## src/rtl/sw_debounce_if.sv

```systemverilog
// Switch-channel bundle between the debouncer and its user.
//   sw_in   : raw asynchronous switch pins (into the debouncer)
//   sw_db   : debounced level per channel
//   sw_rise : one-cycle pulse when sw_db goes 0->1
//   sw_fall : one-cycle pulse when sw_db goes 1->0
//   sw_tgl  : per-channel toggle state, flips on each sw_rise (0 when disabled)
// Modports: master drives sw_in, slave is the debouncer.
interface sw_debounce_if #(
  parameter int unsigned N_SW = 3
);
  logic [N_SW-1:0] sw_in;
  logic [N_SW-1:0] sw_db;
  logic [N_SW-1:0] sw_rise;
  logic [N_SW-1:0] sw_fall;
  logic [N_SW-1:0] sw_tgl;

  modport master (
    output sw_in,
    input  sw_db,
    input  sw_rise,
    input  sw_fall,
    input  sw_tgl
  );

  modport slave (
    input  sw_in,
    output sw_db,
    output sw_rise,
    output sw_fall,
    output sw_tgl
  );
endinterface

```

## src/rtl/sw_debounce.sv

```systemverilog
// Slide-switch debouncer: per channel a 2-FF synchroniser followed by a
// stable-time counter FSM. Produces a clean level plus registered one-cycle
// rise/fall pulses, all in the ck domain.
// Ports:
//   ck   : system clock, rising edge
//   rs_n : asynchronous active-low reset
//   sw   : sw_debounce_if slave (sw_in in; sw_db, sw_rise, sw_fall, sw_tgl out)
// Parameters:
//   N_SW       : number of independent channels
//   STABLE_CYC : consecutive differing cycles needed to flip the level (2..2^CNT_W)
//   CNT_W      : per-channel counter width, must hold STABLE_CYC-1
// Optional feature: define SW_DEBOUNCE_TOGGLE_EN to build the toggle flops;
// otherwise sw_tgl is tied to 0.
module sw_debounce #(
  parameter int unsigned N_SW       = 3,
  parameter int unsigned STABLE_CYC = 500000,
  parameter int unsigned CNT_W      = 20
) (
  input  logic           ck,
  input  logic           rs_n,
  sw_debounce_if.slave   sw
);

  // Bit 1 of the encoding is the debounced level.
  typedef enum logic [1:0] {
    StStableLo = 2'b00,
    StWaitHi   = 2'b01,
    StStableHi = 2'b10,
    StWaitLo   = 2'b11
  } state_e;

  localparam logic [CNT_W-1:0] CntLast = CNT_W'(STABLE_CYC - 1);
  localparam logic [CNT_W-1:0] CntOne  = CNT_W'(1);

  logic [N_SW-1:0]  s1_q, s2_q;
  logic [N_SW-1:0]  rise_q, rise_d;
  logic [N_SW-1:0]  fall_q, fall_d;
  logic [N_SW-1:0]  db;
  state_e           state_q [N_SW];
  state_e           state_d [N_SW];
  logic [CNT_W-1:0] cnt_q   [N_SW];
  logic [CNT_W-1:0] cnt_d   [N_SW];

  // Synchroniser; only s2 feeds the FSMs.
  always_ff @(posedge ck or negedge rs_n) begin
    if (!rs_n) begin
      s1_q <= '0;
      s2_q <= '0;
    end else begin
      s1_q <= sw.sw_in;
      s2_q <= s1_q;
    end
  end

  always_ff @(posedge ck or negedge rs_n) begin
    if (!rs_n) begin
      for (int i = 0; i < int'(N_SW); i++) begin
        state_q[i] <= StStableLo;
        cnt_q[i]   <= '0;
      end
      rise_q <= '0;
      fall_q <= '0;
    end else begin
      for (int i = 0; i < int'(N_SW); i++) begin
        state_q[i] <= state_d[i];
        cnt_q[i]   <= cnt_d[i];
      end
      rise_q <= rise_d;
      fall_q <= fall_d;
    end
  end

  always_comb begin
    rise_d = '0;
    fall_d = '0;
    for (int i = 0; i < int'(N_SW); i++) begin
      state_d[i] = state_q[i];
      cnt_d[i]   = cnt_q[i];
      unique case (state_q[i])
        StStableLo: begin
          if (s2_q[i]) begin
            state_d[i] = StWaitHi;
            cnt_d[i]   = CntOne;
          end else begin
            cnt_d[i] = '0;
          end
        end
        StWaitHi: begin
          // Any reversion restarts the count from scratch.
          if (!s2_q[i]) begin
            state_d[i] = StStableLo;
            cnt_d[i]   = '0;
          end else if (cnt_q[i] == CntLast) begin
            state_d[i] = StStableHi;
            cnt_d[i]   = '0;
            rise_d[i]  = 1'b1;
          end else begin
            cnt_d[i] = cnt_q[i] + CntOne;
          end
        end
        StStableHi: begin
          if (!s2_q[i]) begin
            state_d[i] = StWaitLo;
            cnt_d[i]   = CntOne;
          end else begin
            cnt_d[i] = '0;
          end
        end
        StWaitLo: begin
          if (s2_q[i]) begin
            state_d[i] = StStableHi;
            cnt_d[i]   = '0;
          end else if (cnt_q[i] == CntLast) begin
            state_d[i] = StStableLo;
            cnt_d[i]   = '0;
            fall_d[i]  = 1'b1;
          end else begin
            cnt_d[i] = cnt_q[i] + CntOne;
          end
        end
        default: begin
          state_d[i] = StStableLo;
          cnt_d[i]   = '0;
        end
      endcase
    end
  end

  always_comb begin
    db = '0;
    for (int i = 0; i < int'(N_SW); i++) begin
      db[i] = state_q[i][1];
    end
  end

  assign sw.sw_db   = db;
  assign sw.sw_rise = rise_q;
  assign sw.sw_fall = fall_q;

`ifdef SW_DEBOUNCE_TOGGLE_EN
  // Flips on the same edge that raises sw_rise, so it is seen with the pulse.
  logic [N_SW-1:0] tgl_q;

  always_ff @(posedge ck or negedge rs_n) begin
    if (!rs_n) begin
      tgl_q <= '0;
    end else begin
      tgl_q <= tgl_q ^ rise_d;
    end
  end

  assign sw.sw_tgl = tgl_q;
`else
  assign sw.sw_tgl = '0;
`endif

endmodule

```

## src/flat_wrapper.sv

```systemverilog
// flat-port wrapper written by rule: the top's interface ports become plain ports
module sw_debounce_flat 
#(
  parameter int unsigned N_SW       = 3,
  parameter int unsigned STABLE_CYC = 500000,
  parameter int unsigned CNT_W      = 20
)
  (ck, rs_n, sw_sw_in, sw_sw_db, sw_sw_rise, sw_sw_fall, sw_sw_tgl);
  sw_debounce_if #(.N_SW(N_SW)) sw_i ();
  input  logic ck;
  input  logic rs_n;
  input wire logic [$bits(sw_i.sw_in)-1:0] sw_sw_in;
  output wire logic [$bits(sw_i.sw_db)-1:0] sw_sw_db;
  output wire logic [$bits(sw_i.sw_rise)-1:0] sw_sw_rise;
  output wire logic [$bits(sw_i.sw_fall)-1:0] sw_sw_fall;
  output wire logic [$bits(sw_i.sw_tgl)-1:0] sw_sw_tgl;
  assign sw_i.sw_in = sw_sw_in;
  assign sw_sw_db = sw_i.sw_db;
  assign sw_sw_rise = sw_i.sw_rise;
  assign sw_sw_fall = sw_i.sw_fall;
  assign sw_sw_tgl = sw_i.sw_tgl;
  sw_debounce #(.N_SW(N_SW), .STABLE_CYC(STABLE_CYC), .CNT_W(CNT_W)) u_core (.ck(ck), .rs_n(rs_n), .sw(sw_i));
endmodule
```

## config.mk

```make
export PLATFORM = sky130hd
export DESIGN_NAME = sw_debounce_flat
export DESIGN_NICKNAME = d
export VERILOG_FILES = /design/src/rtl/sw_debounce_if.sv /design/src/rtl/sw_debounce.sv /design/src/flat_wrapper.sv
export SDC_FILE = /design/constraint.sdc
export NUM_CORES = 1
export LEC_CHECK = 0
export BUFFER_PORTS_ARGS = -buffer_cell sky130_fd_sc_hd__buf_2
export CORE_MARGIN = 2
export CORE_UTILIZATION = 55
export CTS_CLUSTER_DIAMETER = 60
export DETAILED_ROUTE_END_ITERATION = 6
export PLACE_DENSITY = 0.73
export SETUP_SLACK_MARGIN = 0.4
export SLEW_MARGIN = 15
export SYNTH_ARGS = -nofsm -noshare
export SYNTH_HDL_FRONTEND = slang
export SYNTH_SLANG_ARGS = --single-unit
```

## constraint.sdc

```tcl
create_clock -name ck -period 3.5 [get_ports ck]
set_clock_uncertainty 0.2 [all_clocks]
set_input_delay 0.525 -clock ck [delete_from_list [all_inputs] [get_ports ck]]
set_output_delay 0.525 -clock ck [all_outputs]
set_load 0.005 [all_outputs]
```

==> out/qor.log <==
qor: power.power.leakage 0.00162 µW
qor: global_route.grt_usage 19.1%
qor: worst_hold_path.hold_class primary input to flop
qor: timing.rsz0062_at_grt false
qor: route.detail_route.wirelength 6290 µm
qor: timing.timing.hold.ws 0.0850 ns
qor: floorplan.initial_core_util 57.7%
qor: cts.cts.reportedPaths.clkPinSlew 0.08 ns
qor: power.highest_ir_drop_seen_on_vdd 0.240 mV
qor: timing.layout_min_cycle_time 2.43 ns
qor: cts.clock_tree.htree_level_count 3
qor: synthesis.synth_sequential_area_ratio 52.7%
qor: worst_setup_path.ff2ff_setup_slack 1.07 ns
qor: run.drv_cap 0
qor: cts.cts_buffers 9
qor: synthesis.syn_area_per_cell 10.3 µm²
qor: floorplan.die_x 86.1 µm
qor: synthesis.synth.area.top_cells dfrtp_1, xnor2_1, nor2_1, or4_1, xor2_1
qor: synthesis.netlist_instances 360
qor: finish.area.growth.synth_to_final 7.91%
qor: global_route.grt_max_degree 79
qor: cts.cts.path.max_buffers 2
qor: synthesis.synth-warning-count 0
qor: cts.post_cts_setup_buffer_count 0
qor: worst_setup_path.worstSetupPathType flop to flop
qor: global_route.first_global_vias 2,472
qor: finish.antenna_cells 0
qor: floorplan.floorplan.die_area 0.00741 mm²
qor: placed_design.gp_congestion 0.762
qor: timing.slew-limit-headroom 38.3%
qor: timing.final_setup_tns 0 ns
qor: worst_setup_path.reg2reg_depth 4
qor: worst_setup_path.worstSetupStartpoint u_core.cnt_q[7]
qor: route.via_per_inst 5.76
qor: route.drt-initial-drc-count 144
qor: worst_setup_path.endpoint_class_of_the_critical_path flop
qor: global_route.grt_pass1_wl 11,200 µm
qor: synthesis.ys.flop_type dfrtp_1
qor: cts.cts_hold_repair.buffers 0
qor: cts.clock_latency 0.34 ns
qor: timing.finalMaxSlewViolations 0
qor: power.power_per_cell_area 413 mW/mm²
qor: cts.count_of_cells_resized_by_post_cts_repair 0
qor: finish.finalInstanceArea 0.00400 mm²
qor: floorplan.core 0.00642 mm²
qor: route.postRouteAntennaNets 0
qor: timing.hold_viol_final 0
qor: worst_setup_path.setup.worst_path.start_class flop
qor: synthesis.yosys_register_bits 78
qor: placed_design.hpwl 4170 µm
qor: floorplan.floorplan.rows 29
qor: timing.report.final.setup_viol 0
qor: cts.cts_sinks 78
qor: finish.design.final.nets 380
qor: finish.postLayoutCoreUtil 62.2%
qor: synthesis.synth.lib_cells_used.distinct 44
qor: floorplan.die_height 86.1 µm
qor: placed_design.port-buffer-count 13
qor: synthesis.synth_edf_count 0
qor: synthesis.synth-async-reset-ratio 100%
qor: worst_setup_path.timing.critical_path.required 3.50 ns
qor: worst_setup_path.timing.rr.end u_core.cnt_q[12]
qor: timing.max_clock_freq 412 MHz
qor: status.run_status complete, no violations
qor: worst_setup_path.worst_setup_path_endpoint u_core.cnt_q[12]
qor: route.remaining_drc_errors 0
qor: timing.final.period_utilization 69.4%
qor: timing.transition_time_at_the_pin_with_the_least_slew_margin 0.925 ns
qor: synthesis.yosys.area.top_type dfrtp_1
qor: finish.drive_above_1_share 10.9%
qor: worst_setup_path.timing.rr.start u_core.cnt_q[7]
qor: cts.clock_tree.root_cell clkbuf_8
qor: placed_design.placed_area 0.00379 mm²
qor: worst_setup_path.critical_path_peak_fanout 17
qor: global_route.grt_overflow_total 0
qor: route.drtPass1Iterations 4
qor: global_route.initial_antenna_violation_count 0
qor: route.detailed_route_wire_length_per_cell 13.9 µm
qor: cts.cts_tree done
qor: synthesis.synth_top_area_share 52.7%
qor: floorplan.io-pin-count 17
qor: synthesis.netlist_area 0.00370 mm²
qor: route.detailroute.via_count 2,614
qor: worst_setup_path.cp_data_arrival_time 2.43 ns
-- cells by family (layout without fill, tap and decap cells) --
kind of cell | count (synthesis) | after routing | share of synthesized area, %
DFF | 78 | 78 | 52.7
AOI/OAI and AO/OA | 40 | 40 | 6.66
buffers and inverters | 23 | 38 | 3.18
xor gates and xnor gates | 39 | 39 | 9.22
adders and majority gates | 3 | 3 | 1.01
other | 1 | 3 | 0.101
muxes | 4 | 4 | 1.18
and+or+nand+nor | 172 | 172 | 25.9
-- power breakdown --
| group | switching, µW | internal [µW] | leakage [µW] |
|---|---|---|---|
| Sequential | 8.00 | 910 | 0.00106 |
| Clock | 332 | 352 | 0.0000993 |
| Combinational | 35.0 | 11.9 | 0.000459 |
-- how the worst min path moves through the flow --
stage               depth (start not counted)                    endpoint            from
floorplan                                   0  asynchronous set/reset pin            rs_n
global placement                            0              u_core.s2_q[2]  u_core.s1_q[2]
detailed placement                          0              u_core.s2_q[2]  u_core.s1_q[2]
CTS                                         1              u_core.s1_q[0]     sw_sw_in[0]
global route                                1              u_core.s1_q[0]     sw_sw_in[0]
finish                                      1              u_core.s1_q[2]     sw_sw_in[2]
-- sequential cells by signal (all words and copies together) (netlist names), named ones only --
| signal | cells |
|---|---|
| u_core.cnt_q | 60 |
| u_core.s1_q | 3 |
| u_core.s2_q | 3 |
| u_core.state_q | 3 |
| u_core.sw.sw_fall | 3 |
| u_core.sw.sw_rise | 3 |
-- layer usage --
metal	global-route usage [%]	wire, µm	share of wire (%)
met4	6.06	80	1.3
met5	0	0	0
met2	30.7	2930	47
met3	5.49	189	3.0
met1	25.1	3090	49
-- cells in the mapped netlist (9+ instances only) --
| library cell | n |
|---|---|
| dfrtp_1 | 78 |
| nor2_1 | 46 |
| xnor2_1 | 28 |
| nand2_1 | 21 |
| a21oi_1 | 16 |
| nand3_1 | 16 |
| or4_1 | 15 |
| or3_1 | 14 |
| nand4_1 | 12 |
| nor4_1 | 11 |
| xor2_1 | 11 |
| inv_1 | 9 |
| nor3_1 | 9 |
| o21ai_0 | 9 |
-- final cells by class --
type                            count  area [µm²]
Clock buffer                       10         138
Multi-Input combinational cell    261        1640
Tap cell                           77        96.3
Inverter                            9        33.8
Sequential cell                    78        1950
Fill cell                         536        2430
Clock inverter                      6        67.6
Timing Repair Buffer               13        67.6
-- stage by stage --
step,setup WS (ns),cells,total power (µW)
3_3_place_gp,1.12,438,985
2_1_floorplan,1.27,362,962
6_report,1.07,454,1650
4_1_cts,1.06,454,1670
5_1_grt,0.944,454,1720
3_5_place_dp,1.08,438,985
-- cell usage in the layout, fill, tap and decap left out, types with 3 or more instances in the layout --
| master | synthesis | routed |
|---|---|---|
| nor4_1 | 11 | 11 |
| or3_1 | 14 | 14 |
| ha_1 | 3 | 3 |
| nor2_1 | 46 | 46 |
| nand4_1 | 12 | 12 |
| nand3_1 | 16 | 16 |
| dfrtp_1 | 78 | 78 |
| conb_1 | 1 | 3 |
| mux2_2 | 3 | 3 |
| or4_1 | 15 | 15 |
| xnor2_1 | 28 | 28 |
| o31ai_1 | 7 | 7 |
| a21oi_1 | 16 | 16 |
| buf_2 | 7 | 12 |
| clkbuf_8 | 0 | 10 |
| inv_1 | 9 | 9 |
| o21ai_0 | 9 | 9 |
| and3b_1 | 5 | 5 |
| and3_1 | 3 | 3 |
| nand2_1 | 21 | 21 |
| and4_1 | 3 | 3 |
| xor2_1 | 11 | 11 |
| nor3_1 | 9 | 9 |
| nand2b_1 | 3 | 3 |
-- critical path, stage by stage (launching register included) --
cell and delay (ns):
dfrtp_1 0.42, or4_1 0.56, or3_1 0.39, o21ai_2 0.58
nor2_1 0.13
Note: power is estimated with default switching activity, not from simulation.
